[config.mk]
export PLATFORM = sky130hd
export DESIGN_NAME = field_draw_sequencer
export DESIGN_NICKNAME = d
export VERILOG_FILES = /design/src/rtl/field_draw_sequencer_pkg.sv /design/src/rtl/draw_watchdog.sv /design/src/rtl/field_draw_sequencer.sv
export SDC_FILE = /design/constraint.sdc
export NUM_CORES = 1
export LEC_CHECK = 0
export BUFFER_PORTS_ARGS = -buffer_cell sky130_fd_sc_hd__buf_2
export CAP_MARGIN = 25
export CORE_MARGIN = 5
export CORE_UTILIZATION = 50
export DETAILED_ROUTE_END_ITERATION = 10
export PLACE_DENSITY_LB_ADDON = 0.25
export SYNTH_ARGS = -nofsm -noshare
export SYNTH_HDL_FRONTEND = slang
export SYNTH_HIERARCHICAL = 1
export SYNTH_SLANG_ARGS = --single-unit
[constraint.sdc]
create_clock -name clk -period 4.7 [get_ports clk]
set_clock_uncertainty 0.2 [all_clocks]
set_input_delay 0.235 -clock clk [delete_from_list [all_inputs] [get_ports clk]]
set_output_delay 0.235 -clock clk [all_outputs]
set_load 0.01 [all_outputs]
[src/rtl/field_draw_sequencer_pkg.sv]
// rtl/field_draw_sequencer_pkg.sv - shared state encoding and default sizing for the field draw sequencer
package field_draw_sequencer_pkg;

    typedef enum logic [1:0] {
        ST_IDLE = 2'd0,
        ST_SCAN = 2'd1,
        ST_LOAD = 2'd2,
        ST_WAIT = 2'd3
    } fds_state_t;

    localparam int unsigned DEF_NUM_FIELDS  = 4;
    localparam int unsigned DEF_TIMEOUT_CYC = 65535;

endpackage

[src/rtl/draw_watchdog.sv]
// rtl/draw_watchdog.sv - per-field draw completion watchdog; expires on the TIMEOUT_CYC-th enabled cycle
module draw_watchdog
    import field_draw_sequencer_pkg::*;
#(
    parameter int unsigned TIMEOUT_CYC = DEF_TIMEOUT_CYC
) (
    input  logic clk,
    input  logic reset,
    input  logic clear_i,
    input  logic enable_i,
    output logic expired_o
);
    localparam int unsigned   CW   = $clog2(TIMEOUT_CYC + 1);
    localparam logic [CW-1:0] LAST = CW'(TIMEOUT_CYC - 1);

    logic [CW-1:0] cnt_q;
    logic [CW-1:0] cnt_d;

    // cnt_q holds the number of enabled cycles already elapsed before the current one
    assign expired_o = enable_i && (cnt_q == LAST);

    always_comb begin
        cnt_d = cnt_q;
        if (clear_i) begin
            cnt_d = '0;
        end else if (enable_i && !expired_o) begin
            cnt_d = cnt_q + CW'(1);
        end
    end

    always_ff @(posedge clk) begin
        if (reset) begin
            cnt_q <= '0;
        end else begin
            cnt_q <= cnt_d;
        end
    end

endmodule

[src/rtl/field_draw_sequencer.sv]
// rtl/field_draw_sequencer.sv - walks enabled display fields in order, strobing a load and awaiting draw completion
module field_draw_sequencer
    import field_draw_sequencer_pkg::*;
#(
    parameter int unsigned NUM_FIELDS  = DEF_NUM_FIELDS,
    parameter int unsigned TIMEOUT_CYC = DEF_TIMEOUT_CYC
) (
    input  logic                          clk,
    input  logic                          reset,
    input  logic                          continuous,
    input  logic                          start,
    input  logic [NUM_FIELDS-1:0]         field_en,
    input  logic                          draw_done,
    output logic [NUM_FIELDS-1:0]         ld,
    output logic [$clog2(NUM_FIELDS)-1:0] field_idx,
    output logic                          busy,
    output logic                          frame_done,
    output logic                          timeout_err
);
    localparam int unsigned           FW      = $clog2(NUM_FIELDS);
    localparam int unsigned           IW      = $clog2(NUM_FIELDS + 1);
    localparam logic [IW-1:0]         IDX_END = IW'(NUM_FIELDS);
    localparam logic [NUM_FIELDS-1:0] ONE     = NUM_FIELDS'(1);

    fds_state_t            state_q, state_d;
    logic [IW-1:0]         idx_q, idx_d;
    logic [NUM_FIELDS-1:0] pending_q, pending_d;
    logic [NUM_FIELDS-1:0] ld_q, ld_d;
    logic [FW-1:0]         field_idx_q, field_idx_d;
    logic                  busy_q, busy_d;
    logic                  frame_done_q, frame_done_d;
    logic                  err_q, err_d;
    logic                  wd_clear, wd_enable, wd_expired;
    logic [FW-1:0]         idx_fld;
    logic [NUM_FIELDS-1:0] sel;

    // idx runs one past the last field so the scan can spend a cycle recognising frame end
    assign idx_fld = idx_q[FW-1:0];
    assign sel     = ONE << idx_fld;

    draw_watchdog #(
        .TIMEOUT_CYC (TIMEOUT_CYC)
    ) u_watchdog (
        .clk       (clk),
        .reset     (reset),
        .clear_i   (wd_clear),
        .enable_i  (wd_enable),
        .expired_o (wd_expired)
    );

    always_comb begin
        state_d      = state_q;
        idx_d        = idx_q;
        pending_d    = pending_q;
        ld_d         = '0;
        field_idx_d  = field_idx_q;
        busy_d       = busy_q;
        frame_done_d = 1'b0;
        err_d        = err_q;
        wd_clear     = 1'b0;
        wd_enable    = 1'b0;
        case (state_q)
            ST_IDLE: begin
                if (start || continuous) begin
                    pending_d   = field_en;
                    idx_d       = '0;
                    field_idx_d = '0;
                    busy_d      = 1'b1;
                    state_d     = ST_SCAN;
                end
            end
            ST_SCAN: begin
                if (idx_q == IDX_END) begin
                    frame_done_d = 1'b1;
                    busy_d       = 1'b0;
                    state_d      = ST_IDLE;
                end else if ((pending_q & sel) != '0) begin
                    ld_d        = sel;
                    field_idx_d = idx_fld;
                    state_d     = ST_LOAD;
                end else begin
                    idx_d = idx_q + IW'(1);
                end
            end
            ST_LOAD: begin
                wd_clear = 1'b1;
                state_d  = ST_WAIT;
            end
            ST_WAIT: begin
                wd_enable = 1'b1;
                // completion beats a coinciding expiry, so the error flag stays clean
                if (draw_done) begin
                    pending_d = pending_q & ~sel;
                    idx_d     = idx_q + IW'(1);
                    state_d   = ST_SCAN;
                end else if (wd_expired) begin
                    err_d   = 1'b1;
                    idx_d   = idx_q + IW'(1);
                    state_d = ST_SCAN;
                end
            end
            default: state_d = ST_IDLE;
        endcase
    end

    always_ff @(posedge clk) begin
        if (reset) begin
            state_q      <= ST_IDLE;
            idx_q        <= '0;
            pending_q    <= '0;
            ld_q         <= '0;
            field_idx_q  <= '0;
            busy_q       <= 1'b0;
            frame_done_q <= 1'b0;
            err_q        <= 1'b0;
        end else begin
            state_q      <= state_d;
            idx_q        <= idx_d;
            pending_q    <= pending_d;
            ld_q         <= ld_d;
            field_idx_q  <= field_idx_d;
            busy_q       <= busy_d;
            frame_done_q <= frame_done_d;
            err_q        <= err_d;
        end
    end

    assign ld          = ld_q;
    assign field_idx   = field_idx_q;
    assign busy        = busy_q;
    assign frame_done  = frame_done_q;
    assign timeout_err = err_q;

endmodule
# [After elaboration in Yosys (flattened, before gate mapping)]
# Index checks and enable logic that the tools add are counted.
[classes] n_addsub=2 eq_ne=13 shifts=1 n_mux=25 bitwise_logic=6 n_reduce_logical=18
[op_table] cell="16-bit by 1-bit adder with 16-bit output (second input constant)" count=1
[op_table] cell="16-bit == test (second input constant)" count=1
[op_table] cell="2-bit 2-to-1 mux" count=8
[op_table] cell="3-bit 2-to-1 mux" count=5
[op_table] cell="2-bit inequality test (second input constant)" count=6
[op_table] cell="3-bit AND reduction" count=4
[op_table] cell="3-bit one-hot mux with 3 select lines" count=1
[op_table] cell="4-bit AND" count=2
[op_table] cell="4-bit 2-to-1 mux" count=2
[op_table] cell="2-bit one-hot mux with 4 select lines" count=1
[op_table] cell="4-bit one-hot mux with 2 select lines" count=1
[op_table] cell="1-bit 2-to-1 mux" count=5
[op_table] cell="5-bit AND reduction" count=1
[op_table] cell="2-bit == test (second input constant)" count=2
[op_table] cell="4-bit NOT" count=1
[op_table] cell="2-bit one-hot mux with 2 select lines" count=1
[op_table] cell="4-bit AND reduction" count=1
[op_table] cell="2-bit nonzero test" count=2
[op_table] cell="4-bit nonzero test" count=1
[op_table] cell="2-bit OR reduction" count=2
[op_table] cell="4-bit OR reduction" count=1
[op_table] cell="1-bit by 2-bit left shift with 4-bit output (first input constant)" count=1
[op_table] cell="3-bit by 1-bit adder with 3-bit output (second input constant)" count=1
[op_table] cell="3-bit == test (second input constant)" count=1
[op_table] cell="other kinds (10)" count=13
[totals] reg_bits=34 in_bits=9

# [Longest topological paths before layout]
# Gate-level depths: netlist of run 1.
[logic_depth] ltp_word=6 ltp_mapped=8 mapped_depth_nobuf=8

# [Hierarchy]
# Netlist of run 1, hierarchy kept.
[by_module_without_submodules] module="field_draw_sequencer" n_inst=1 cells_per_inst=105 area_per_inst_um2=969.7 seq_area_each_um2=360.3
[by_module_without_submodules] module="draw_watchdog" n_inst=1 cells_per_inst=93 area_per_inst_um2=834.6 seq_area_each_um2=320.3

# [Worst setup path after synthesis of run 1]
# OpenSTA, ideal clock, no wires.
[synth_timing] path_kind="register to register" start="reg u_watchdog.cnt_q[0]" end="reg idx_q[2]" arrival_ns=2.149 required_ns=4.430 slack_ns=2.281 stages_incl_launch_ff=9 n_path_buf=0 period_less_slack_ns=2.419 cell_sequence="dfxtp_1 > inv_1 > ha_1 > nand3_1 > nor4_1 > and2_1 > o21ai_2 > or4_1 > a21oi_1"
[synth_via] elab_chain_cells=4
[synth_rtl] element="start: declaration" line_no="draw_watchdog.sv:16" rtl="logic [CW-1:0] cnt_q;"
[synth_rtl] element="start signal: assignment" line_no="draw_watchdog.sv:35" rtl="cnt_q <= cnt_d;"
[synth_rtl] element="16-bit == test" line_no="draw_watchdog.sv:20" rtl="assign expired_o = enable_i && (cnt_q == LAST);"
[synth_rtl] element="1-bit logical AND" line_no="draw_watchdog.sv:20"
[synth_rtl] element="named net wd_expired" line_no="field_draw_sequencer.sv:33" rtl="logic wd_clear, wd_enable, wd_expired;"
[synth_rtl] element="3-bit by 2-bit inequality test with 1-bit output (no source line)"
[synth_rtl] element="5-bit AND reduction (no source line)"
[synth_rtl] element="end signal: assignment" line_no="field_draw_sequencer.sv:118" rtl="idx_q <= idx_d;"
[synth_rtl] element="end: declaration" line_no="field_draw_sequencer.sv:26" rtl="logic [IW-1:0] idx_q, idx_d;"
# The timed path passes the listed nets, and every way through them passes these cells.
# A chain may end at the register's enable or synchronous reset.

# [Final worst setup path of run 1]
# Same ends and word-level chain as after synthesis.

==> impl_metrics.py, run 1 <==
metrics = {
    "outcome": {
        "status": "completed",
    },
    "pwr": {
        "power_density_nw_per_um2": 331.6,
        "p_leak_nw": 0.8004,
        "total_power_uw": 659.7,
        "ir_drop_mv": 0.1904,
    },
    "cts": {
        "cts.sinks": 34,
        "cts_buffers": 5,
        "cts_resized": 0,
        "cts_root_buf": "clkbuf_4",
        "cts_max_level": 2,
        "clock_latency_ns": 0.32,
        "cts_tree": "yes",
        "clock_path_buffers": 2,
        "clkTransAtPathRegs_ns": 0.10,
    },
    "sta": {
        "hold_violations": 0,
        "fin_crit_ns": 2.828,
        "worst_pin_slew_ns": 0.7546,
        "drv_slew": 0,
        "fmax_mhz": 353.6,
        "rsz0062_at_grt": "no",
        "fin_crit_sh": 0.6018,
        "tns_ns": 0,
        "setup_viol": 0,
        "relSlewSlack": 0.4923,
    },
    "worst_hold_path": {
        "hold_depth": 4,
        "min_from": "draw_done",
        "min_to": "timeout_err$_SDFFE_PP0P_",
        "min_path_type": "in2reg",
    },
    "yosys": {
        "avgSynthCellArea_um2": 9.112,
        "synth_fp_nets": 218,
        "synth-edff-count": 0,
        "synth-seq-cells": 34,
        "synthArstFlopShare": 0,
        "ys_warn_count": 6,
        "synth-main-ff-cell": "dfxtp_1",
        "yosys.area.top_type": "dfxtp_1",
        "synthMostInstantiatedCell": "dfxtp_1",
        "seq_area_frac_synth": 0.3773,
        "synth.distinct_cells": 51,
        "yosys-top-cells-area": "dfxtp_1 38%, ha_1 7.6%, a21oi_1 6.4%, or4_1 3.3%, o31ai_1 2.9%",
        "synthTopCellsByCount": "34 x dfxtp_1, 23 x a21oi_1, 11 x ha_1, 10 x nand2_1, 10 x o21ai_0",
        "synth_top_area_frac": 0.3773,
        "syn_inst": 198,
        "synthesis.area_um2": 1804,
    },
    "critical_path": {
        "r2r_end": "idx_q[2]$_SDFFE_PP0P_",
        "critPathMaxFanout": 6,
        "ff2ff_setup_slack_ns": 1.87,
        "startpoint_type": "flip-flop",
        "path_buf_inv": 1,
        "cp_slowest_cell": "nor4_1",
        "critPathKind": "reg2reg",
        "cp-end-kind": "flip-flop",
        "critPathMaxStageDelay_ns": 0.72,
        "cp.arrival_ns": 2.88,
        "worst_r2r_startpoint": "u_watchdog/cnt_q[0]$_SDFFE_PP0P_",
        "required_ns": 4.76,
        "worstRegToRegCells": 8,
        "cp_cell_sequence": "inv_1 > ha_1 > nand3_1 > nor4_1 > and2_1 > o21ai_2 > or4_1 > a21oi_1",
        "crit_family": "simple AND/OR/NAND/NOR gates",
    },
    "cells_and_area": {
        "seq_area_um2": 680.7,
        "fillCellCount": 302,
        "multi_input_area_um2": 1047,
        "layoutNonFillerInstCount": 265,
        "diodes": 0,
        "drive_gt1_frac": 0.1689,
        "final_nets": 239,
        "area_delta_synth_final_pct": 10.26,
        "final_core_util": 0.5824,
    },
    "floorplan": {
        "start_util": 0.5282,
        "num_rows": 21,
        "core_um2": 3416,
        "ios": 18,
        "die-height_um": 70.07,
        "die_w_um": 70.07,
        "design.die.area_um2": 4910,
    },
    "route": {
        "drc": 0,
        "via_per_inst": 5.974,
        "num_vias": 1583,
        "wl_per_cell_um": 15.33,
        "drt_iter0_drc": 118,
        "postRouteAntennaNets": 0,
        "dr.pass1.iters": 4,
        "wirelength_um": 4062,
    },
    "global_routing": {
        "track_usage": 0.1689,
        "grt_pass1_vias": 1497,
        "use_met1": 0.2226,
        "grt_max_degree": 19,
        "gr-usage-met2": 0.2539,
        "gr-total-overflow": 0,
        "grt_first_pass_wirelength_um": 6775,
        "grt_antenna_before_repair": 0,
        "grt-busiest-layer": "met2",
        "met3_usage": 0.03730,
    },
    "flow_run": {
        "max_cap_violations": 0,
    },
    "placement": {
        "io_buffer_count": 17,
        "dp_hpwl_um": 2742,
        "gp_congestion": 0.8594,
        "dp_cells": 254,
    },
}
-- worst register-to-register path, stage by stage, from the launching register on --
cell     delay [ns]
dfxtp_1        0.34
inv_1          0.10
ha_1           0.16
nand3_1        0.20
nor4_1         0.72
and2_1         0.29
o21ai_2        0.11
or4_1          0.52
a21oi_1        0.12
-- timing repair --
| item | 4_1_cts | 5_1_grt |
|---|---|---|
| hold endpoints to repair | 4 | 0 |
| hold buffers | 4 | 0 |
| endpoints found under the setup margin | 0 | 0 |
| setup buffers | 0 | 0 |
-- per-layer routing --
| metal | vias up | part of all wire |
|---|---|---|
| li1 | 782 | - |
| met3 | 11 | 0.048 |
| met2 | 42 | 0.47 |
| met4 | 0 | 0.018 |
| met5 | - | 0 |
| met1 | 748 | 0.46 |
-- worst max path at each step --
stage,from,endpoint,slack [ns],cells past startpoint
2_1_floorplan,u_watchdog/cnt_q[0]$_SDFFE_PP0P_,idx_q[2]$_SDFFE_PP0P_,2.28,8
3_3_place_gp,u_watchdog/cnt_q[0]$_SDFFE_PP0P_,idx_q[2]$_SDFFE_PP0P_,2.08,8
3_5_place_dp,u_watchdog/cnt_q[0]$_SDFFE_PP0P_,idx_q[2]$_SDFFE_PP0P_,1.96,8
4_1_cts,u_watchdog/cnt_q[0]$_SDFFE_PP0P_,idx_q[2]$_SDFFE_PP0P_,1.92,8
5_1_grt,u_watchdog/cnt_q[0]$_SDFFE_PP0P_,idx_q[2]$_SDFFE_PP0P_,1.71,8
6_report,u_watchdog/cnt_q[0]$_SDFFE_PP0P_,idx_q[2]$_SDFFE_PP0P_,1.87,8
-- layout make-up --
class                           count  area share
Sequential cell                    34      0.3421
Timing Repair Buffer               21     0.06289
Tap cell                           46     0.02893
Multi-Input combinational cell    148      0.5264
Inverter                            9     0.01698
Clock buffer                        7     0.02264
-- power breakdown --
group	leakage [nW]	total (mW)	internal (mW)	switching, mW
sequential	0.275	0.325	0.306	0.0187
combinational	0.500	0.187	0.0764	0.110
clock	0.0254	0.148	0.0565	0.0917
-- cell usage in the layout (no fill, tap or decap), types with 2 or more instances in the layout --
master and n:
a31oi_1 2, ha_1 11, o21ai_0 10, dfxtp_1 34
and2_1 2, nand3_1 9, o41ai_1 2, clkbuf_1 2
or4_1 8, buf_2 17, or3_1 4, o311ai_0 3
nand2b_1 2, a22oi_4 2, o31ai_1 7, nor3_1 3
and3_1 6, o21ai_1 4, clkbuf_4 5, dlygate4sd3_1 4
nor2_1 7, a21boi_2 2, nor2b_1 3, a21oi_1 23
inv_1 9, nand2_1 10, o211ai_1 2, a21o_1 2
-- cells by family after synthesis --
| logic type | share of synthesized area |
|---|---|
| fa+ha+maj | 0.07628 |
| simple gates | 0.2275 |
| buf+inv | 0.04230 |
| flops | 0.3773 |
| compound gates | 0.2767 |
-- state kept, by name, summed over array words and instances (netlist names) --
signal	cells
busy	1
ld	4
pending_q	4
u_watchdog/cnt_q	16
idx_q	3
frame_done	1
timeout_err	1
field_idx	2
state_q	2
-- metrics by stage --
stage               hold WS (ns)  worst slack [ns]  area (µm²)
detailed placement        0.2619             1.963        1904
global placement          0.2501             2.080        1904
CTS                      0.03945             1.921        1989
finish                   0.05800             1.872        1989
floorplan                 0.1041             2.281        1804
global route             0.04396             1.714        1989
(Power assumes the default switching activity.)
==> inputs of run 2 (changes only) <==
==> constraint.sdc (replaced) <==
create_clock -name clk -period 2.68 [get_ports clk]
set_clock_uncertainty 0.2 [all_clocks]
set_input_delay 0.134 -clock clk [delete_from_list [all_inputs] [get_ports clk]]
set_output_delay 0.134 -clock clk [all_outputs]
set_load 0.01 [all_outputs]
==> run 2 against run 1 <==
Worst setup slack got worse by 1.7 ns. Routed wire length rose by 2.9%. Cell area rose by 6.6%. Global-route usage rose by 1.1 points. Hold slack improved by 0.23 ns. Critical path depth fell by 1. Non-clock buffer count rose by 11. Critical path type unchanged.
==> impl_metrics.py, run 2 (synthesis results as in run 1) <==
metrics = {
    "floorplan": {
        "start_util": 0.5282,
        "die-height_um": 70.07,
        "design.die.area_um2": 4910,
        "core_um2": 3416,
        "num_rows": 21,
        "ios": 18,
        "die_w_um": 70.07,
    },
    "pwr": {
        "p_int_uw": 820.8,
        "p_leak_nw": 0.8687,
        "switching_share": 0.3360,
        "pwr-share-seq": 0.462,
        "ir_drop_mv": 0.4847,
        "comb_power_share": 0.295,
        "clockPowerShare": 0.243,
        "p_sw_uw": 415.4,
        "power_density_nw_per_um2": 582.9,
        "total_power_mw": 1.236,
    },
    "route": {
        "drc": 0,
        "via_per_inst": 5.957,
        "postRouteAntennaNets": 0,
        "wl_per_cell_um": 15.08,
        "num_vias": 1650,
        "wirelength_um": 4178,
        "dr.pass1.iters": 4,
        "drt_iter0_drc": 101,
    },
    "sta": {
        "setup_viol": 0,
        "fmax_mhz": 395.1,
        "worst_pin_slew_ns": 0.5031,
        "drv_slew": 0,
        "fin_crit_sh": 0.9443,
        "relSlewSlack": 0.6620,
        "whs_ns": 0.2912,
        "fin_crit_ns": 2.531,
        "setup_slack_ns": 0.1492,
        "hold_violations": 0,
    },
    "outcome": {
        "status": "completed",
    },
    "cells_and_area": {
        "drive_gt1_frac": 0.1905,
        "layout_commonest_cell": "dfxtp_1",
        "final_nets": 250,
        "design_area_um2": 2121,
        "multi_input_area_um2": 1059,
        "top_register": "u_watchdog/cnt_q",
        "final_core_util": 0.6209,
        "largest_reg_flops": 16,
        "seq_area_um2": 680.7,
        "area_delta_synth_final_pct": 17.54,
        "fillCellCount": 300,
        "diodes": 0,
        "layout.cells.most_common_list": "34 x dfxtp_1, 23 x a21oi_1, 17 x buf_2",
    },
    "placement": {
        "dp_hpwl_um": 2795,
        "gp_congestion": 0.8001,
        "dp_slack_ns": 0.2434,
        "io_buffer_count": 17,
        "dpl-instance-area_um2": 1919,
    },
    "worst_hold_path": {
        "hold_depth": 2,
        "min_path_type": "reg2reg",
    },
    "cts": {
        "cts.sinks": 34,
        "clkTransAtPathRegs_ns": 0.10,
        "cts_max_level": 2,
        "clock_latency_ns": 0.34,
        "cts_root_buf": "clkbuf_4",
        "cts_tree": "yes",
        "cts_buffers": 5,
        "clock_path_buffers": 2,
        "post_cts_buffers": 0,
    },
    "global_routing": {
        "track_usage": 0.1800,
        "grt_pass1_vias": 1570,
        "gr-total-overflow": 0,
        "grt_antenna_before_repair": 0,
        "grt_first_pass_wirelength_um": 7182,
        "grt_max_degree": 18,
    },
    "critical_path": {
        "required_ns": 2.77,
        "critPathKind": "reg2reg",
        "worstRegToRegCells": 7,
        "cp.arrival_ns": 2.62,
        "cp-end-kind": "flip-flop",
        "critPathMaxFanout": 7,
        "startpoint_type": "flip-flop",
    },
    "flow_run": {
        "max_cap_violations": 0,
    },
}
==> run 2: stage by stage <==
stage	TNS [ns]	cells
after detailed placement	0	256
after global placement	0	256
final	0	277
after CTS	0	277
after floorplan	0	198
after global routing	-0.00002331	277
==> run 2: critical path, cell delays in order (launching register included) <==
cell and delay, ns:
dfxtp_1 0.37, inv_1 0.13, ha_2 0.27, or3b_4 0.44, o211ai_1 0.22, o21ai_1 0.12, a21oi_1 0.16, dlygate4sd3_1 0.57
==> run 2: what timing repair did <==
action,4_1_cts,5_1_grt
endpoints found under the hold margin,14,0
hold buffers,13,0
resized for setup,0,3
setup endpoints to repair,0,5
==> run 2: layout make-up <==
class,instances,share of cell area
clock buffers,7,0.02596
clock inverters,1,0.002360
inverters,9,0.01593
multi-input cells,148,0.4991
flip-flops and latches,34,0.3209
well taps,46,0.02714
repair buffers,32,0.1086
==> run 2: worst paths after layout <==
kind / startpoint / end / slack, ns
worst max-delay path: state_q[0]$_SDFFE_PP0P_ / pending_q[1]$_SDFFE_PP0P_ / 0.15
worst min-delay path: field_idx[0]$_SDFFE_PP0P_ / field_idx[0]$_SDFFE_PP0P_ / 0.29
worst max register to register: state_q[0]$_SDFFE_PP0P_ / pending_q[1]$_SDFFE_PP0P_ / 0.15
worst min register to register: field_idx[0]$_SDFFE_PP0P_ / field_idx[0]$_SDFFE_PP0P_ / 0.29
==> run 2: power by group through the flow <==
stage | Combinational, mW | Clock [mW] | Sequential (mW)
after floorplan | 0.256 | 0 | 0.578
final | 0.364 | 0.301 | 0.571
after global routing | 0.398 | 0.339 | 0.577
after detailed placement | 0.323 | 0 | 0.582
after CTS | 0.348 | 0.311 | 0.570
after global placement | 0.310 | 0 | 0.578
==> run 2: per-layer routing <==
layer  track usage  wire length (µm)  up-vias  part of all wire
met4       0.07872                83        0             0.020
met1        0.2096              1835      798              0.44
met5             0                 0        -                 0
met3       0.05308               174       10             0.042
met2        0.3043              2085       30              0.50
li1              -                 -      812                 -
==> inputs of run 3 (changes only) <==
--- a/config.mk
+++ b/config.mk
@@ -5,6 +5,7 @@
 export SDC_FILE = /design/constraint.sdc
 export NUM_CORES = 1
 export LEC_CHECK = 0
+export ABC_AREA = 1
 export BUFFER_PORTS_ARGS = -buffer_cell sky130_fd_sc_hd__buf_2
 export CAP_MARGIN = 25
 export CORE_MARGIN = 5
==> run 3 against run 2 <==
Combinational power grew 95%. Maximum frequency grew 32%. Worst setup slack gained 0.61 ns. Sequential share of layout area shrank 2.8 points. Area after synthesis grew 13%. Critical path type unchanged.
==> impl_metrics.py, run 3 <==
metrics = {
    "outcome": {
        "status": "completed",
    },
    "sta": {
        "relSlewSlack": 0.6405,
        "rsz0062_at_grt": "no",
        "drv_slew": 0,
        "hold_violations": 0,
        "fin_crit_sh": 0.7179,
        "worst_pin_slew_ns": 0.5386,
        "tns_ns": 0,
        "setup_viol": 0,
        "fmax_mhz": 519.7,
        "fin_crit_ns": 1.924,
    },
    "route": {
        "num_vias": 1818,
        "wl_per_cell_um": 11.12,
        "wirelength_um": 4104,
        "via_per_inst": 4.927,
        "dr.pass1.iters": 4,
        "postRouteAntennaNets": 0,
        "drc": 0,
        "drt_iter0_drc": 132,
    },
    "critical_path": {
        "cp.arrival_ns": 1.88,
        "critPathMaxFanout": 6,
        "worstRegToRegCells": 15,
        "ff2ff_setup_slack_ns": 0.76,
        "cp-end-kind": "flip-flop",
        "critPathLaunch": "u_watchdog/cnt_q[0]$_SDFFE_PP0P_",
        "startpoint_type": "flip-flop",
        "critPathKind": "reg2reg",
        "r2r_end": "idx_q[0]$_SDFFE_PP0P_",
        "required_ns": 2.64,
        "endpoint": "idx_q[0]$_SDFFE_PP0P_",
        "worst_r2r_startpoint": "u_watchdog/cnt_q[0]$_SDFFE_PP0P_",
    },
    "floorplan": {
        "design.die.area_um2": 5462,
        "die_w_um": 73.91,
        "die-height_um": 73.91,
        "ios": 18,
        "num_rows": 23,
        "core_um2": 3971,
        "start_util": 0.5142,
    },
    "cells_and_area": {
        "layout.cells.most_common_list": "94 x nand2_1, 34 x dfxtp_1, 31 x nor2_1",
        "fillCellCount": 386,
        "final_nets": 338,
        "largest_reg_flops": 16,
        "diodes": 0,
        "top_register": "u_watchdog/cnt_q",
        "drive_gt1_frac": 0.2038,
        "layout_commonest_cell": "nand2_1",
        "layoutNonFillerInstCount": 369,
        "area_delta_synth_final_pct": 13.73,
    },
    "pwr": {
        "power_density_nw_per_um2": 824.6,
        "ir_drop_mv": 0.7383,
        "p_leak_nw": 0.9644,
    },
    "cts": {
        "clock_latency_ns": 0.28,
        "clkTransAtPathRegs_ns": 0.07,
        "cts.sinks": 34,
        "cts_max_level": 2,
        "clock_path_buffers": 2,
        "cts_resized": 0,
        "cts_root_buf": "clkbuf_8",
        "cts_buffers": 5,
        "cts_tree": "yes",
    },
    "global_routing": {
        "track_usage": 0.1732,
        "gr-total-overflow": 0,
        "grt_antenna_before_repair": 0,
        "grt_pass1_vias": 1685,
        "grt_max_degree": 20,
        "grt_first_pass_wirelength_um": 7521,
    },
    "yosys": {
        "synth-main-ff-cell": "dfxtp_1",
        "synth_fp_nets": 316,
        "synthTopCellsByCount": "94 x nand2_1, 34 x dfxtp_1, 31 x nor2_1, 22 x inv_1, 19 x nand3_1",
        "yosys-top-cells-area": "dfxtp_1 33%, nand2_1 17%, ha_1 6.7%, nor2_1 5.7%, a21oi_2 4.7%",
        "synth_top_area_frac": 0.3333,
        "synthArstFlopShare": 0,
        "yosys.area.top_type": "dfxtp_1",
        "synthesis.area_um2": 2042,
        "synth-edff-count": 0,
        "ys_warn_count": 6,
        "synth-seq-cells": 34,
        "synth.distinct_cells": 26,
        "syn_inst": 296,
        "avgSynthCellArea_um2": 6.899,
        "synthMostInstantiatedCell": "nand2_1",
        "seq_area_frac_synth": 0.3333,
    },
    "flow_run": {
        "max_cap_violations": 0,
    },
    "placement": {
        "gp_congestion": 0.8466,
        "dp_hpwl_um": 3050,
        "io_buffer_count": 17,
        "dp_cells": 358,
    },
    "worst_hold_path": {
        "min_path_type": "in2reg",
    },
}
-- run 3: cell count changes after synthesis, sizes merged, moves of 4 or more --
cell	delta
o31ai	-7
nor3	-4
xnor2	+5
o21ai	-11
or4	-9
and3	-7
nor2	+34
nand2	+94
nand3	+10
or3	-4
inv	+21
-- run 3: per-layer routing --
layer | vias up | global-route usage | part of all wire
met5 | - | 0 | 0
met4 | 0 | 0.04829 | 0.0037
met3 | 2 | 0.03694 | 0.035
met2 | 21 | 0.2697 | 0.45
met1 | 811 | 0.2415 | 0.51
li1 | 984 | - | -
-- run 3: cell type report --
class                      count  area, µm²  area share
tap                           50      62.56     0.02694
clock buffer                   6      82.58     0.03556
sequential                    34      680.7      0.2931
inverter                      31      116.4     0.05011
timing repair buffer          21      122.6     0.05280
clock inverter                 2      60.06     0.02586
multi-input combinational    225       1197      0.5156
-- run 3: per-stage QoR --
step / power [mW] / area, µm² / hold slack (ns) / worst slack, ns / utilization
floorplan: 1.197 / 2042 / 0.1041 / 0.9034 / -
finish: 1.915 / 2322 / 0.02126 / 0.7560 / 0.5848
CTS: 1.932 / 2322 / 0.009581 / 0.7463 / 0.5848
global placement: 1.325 / 2150 / 0.2367 / 0.8065 / 0.5413
detailed placement: 1.332 / 2150 / 0.2376 / 0.7646 / 0.5413
global route: 2.080 / 2322 / 0.03832 / 0.5339 / 0.5848
-- run 3: report_power, final --
group	total, mW	internal [mW]	switching, mW	leakage, nW
logic	0.709	0.234	0.474	0.617
clock network	0.583	0.397	0.186	0.0714
registers	0.624	0.567	0.0570	0.276
-- run 3: timing repair --
item	4_1_cts	5_1_grt
endpoints found under the hold margin	3	0
buffers inserted	0	0
hold buffers	3	0
-- run 3: how the worst min path moves through the flow --
| stage | start | slack (ns) | depth (start not counted) | end |
|---|---|---|---|---|
| 6_report | field_en[0] | 0.02 | 5 | pending_q[0]$_SDFFE_PP0P_ |
| 3_5_place_dp | timeout_err$_SDFFE_PP0P_ | 0.24 | 2 | timeout_err$_SDFFE_PP0P_ |
| 2_1_floorplan | draw_done | 0.10 | 3 | timeout_err$_SDFFE_PP0P_ |
| 3_3_place_gp | timeout_err$_SDFFE_PP0P_ | 0.24 | 2 | timeout_err$_SDFFE_PP0P_ |
| 4_1_cts | field_en[0] | 0.01 | 5 | pending_q[0]$_SDFFE_PP0P_ |
| 5_1_grt | field_en[0] | 0.04 | 5 | pending_q[0]$_SDFFE_PP0P_ |
-- run 3: kinds of logic (layout without fill, tap and decap cells) --
family	after synthesis	count (layout)	share of synthesized area
compound gates	31	31	0.09743
simple gates	175	175	0.3873
buf+inv	37	60	0.08027
xor+xnor	8	8	0.03432
flops	34	34	0.3333
fa+ha+maj	11	11	0.06740
-- run 3: worst max-delay path, stage by stage (launching register included) --
cell and delay, ns:
dfxtp_1 0.35, inv_1 0.08, ha_1 0.14, inv_1 0.04
nor2_1 0.11, nand2_2 0.08, inv_2 0.07, nand2_4 0.06
nor2_1 0.13, nor2_1 0.06, nand2_1 0.07, nand2_2 0.08
nor2_4 0.13, nand2_1 0.09, nand2_1 0.08, a21oi_1 0.05
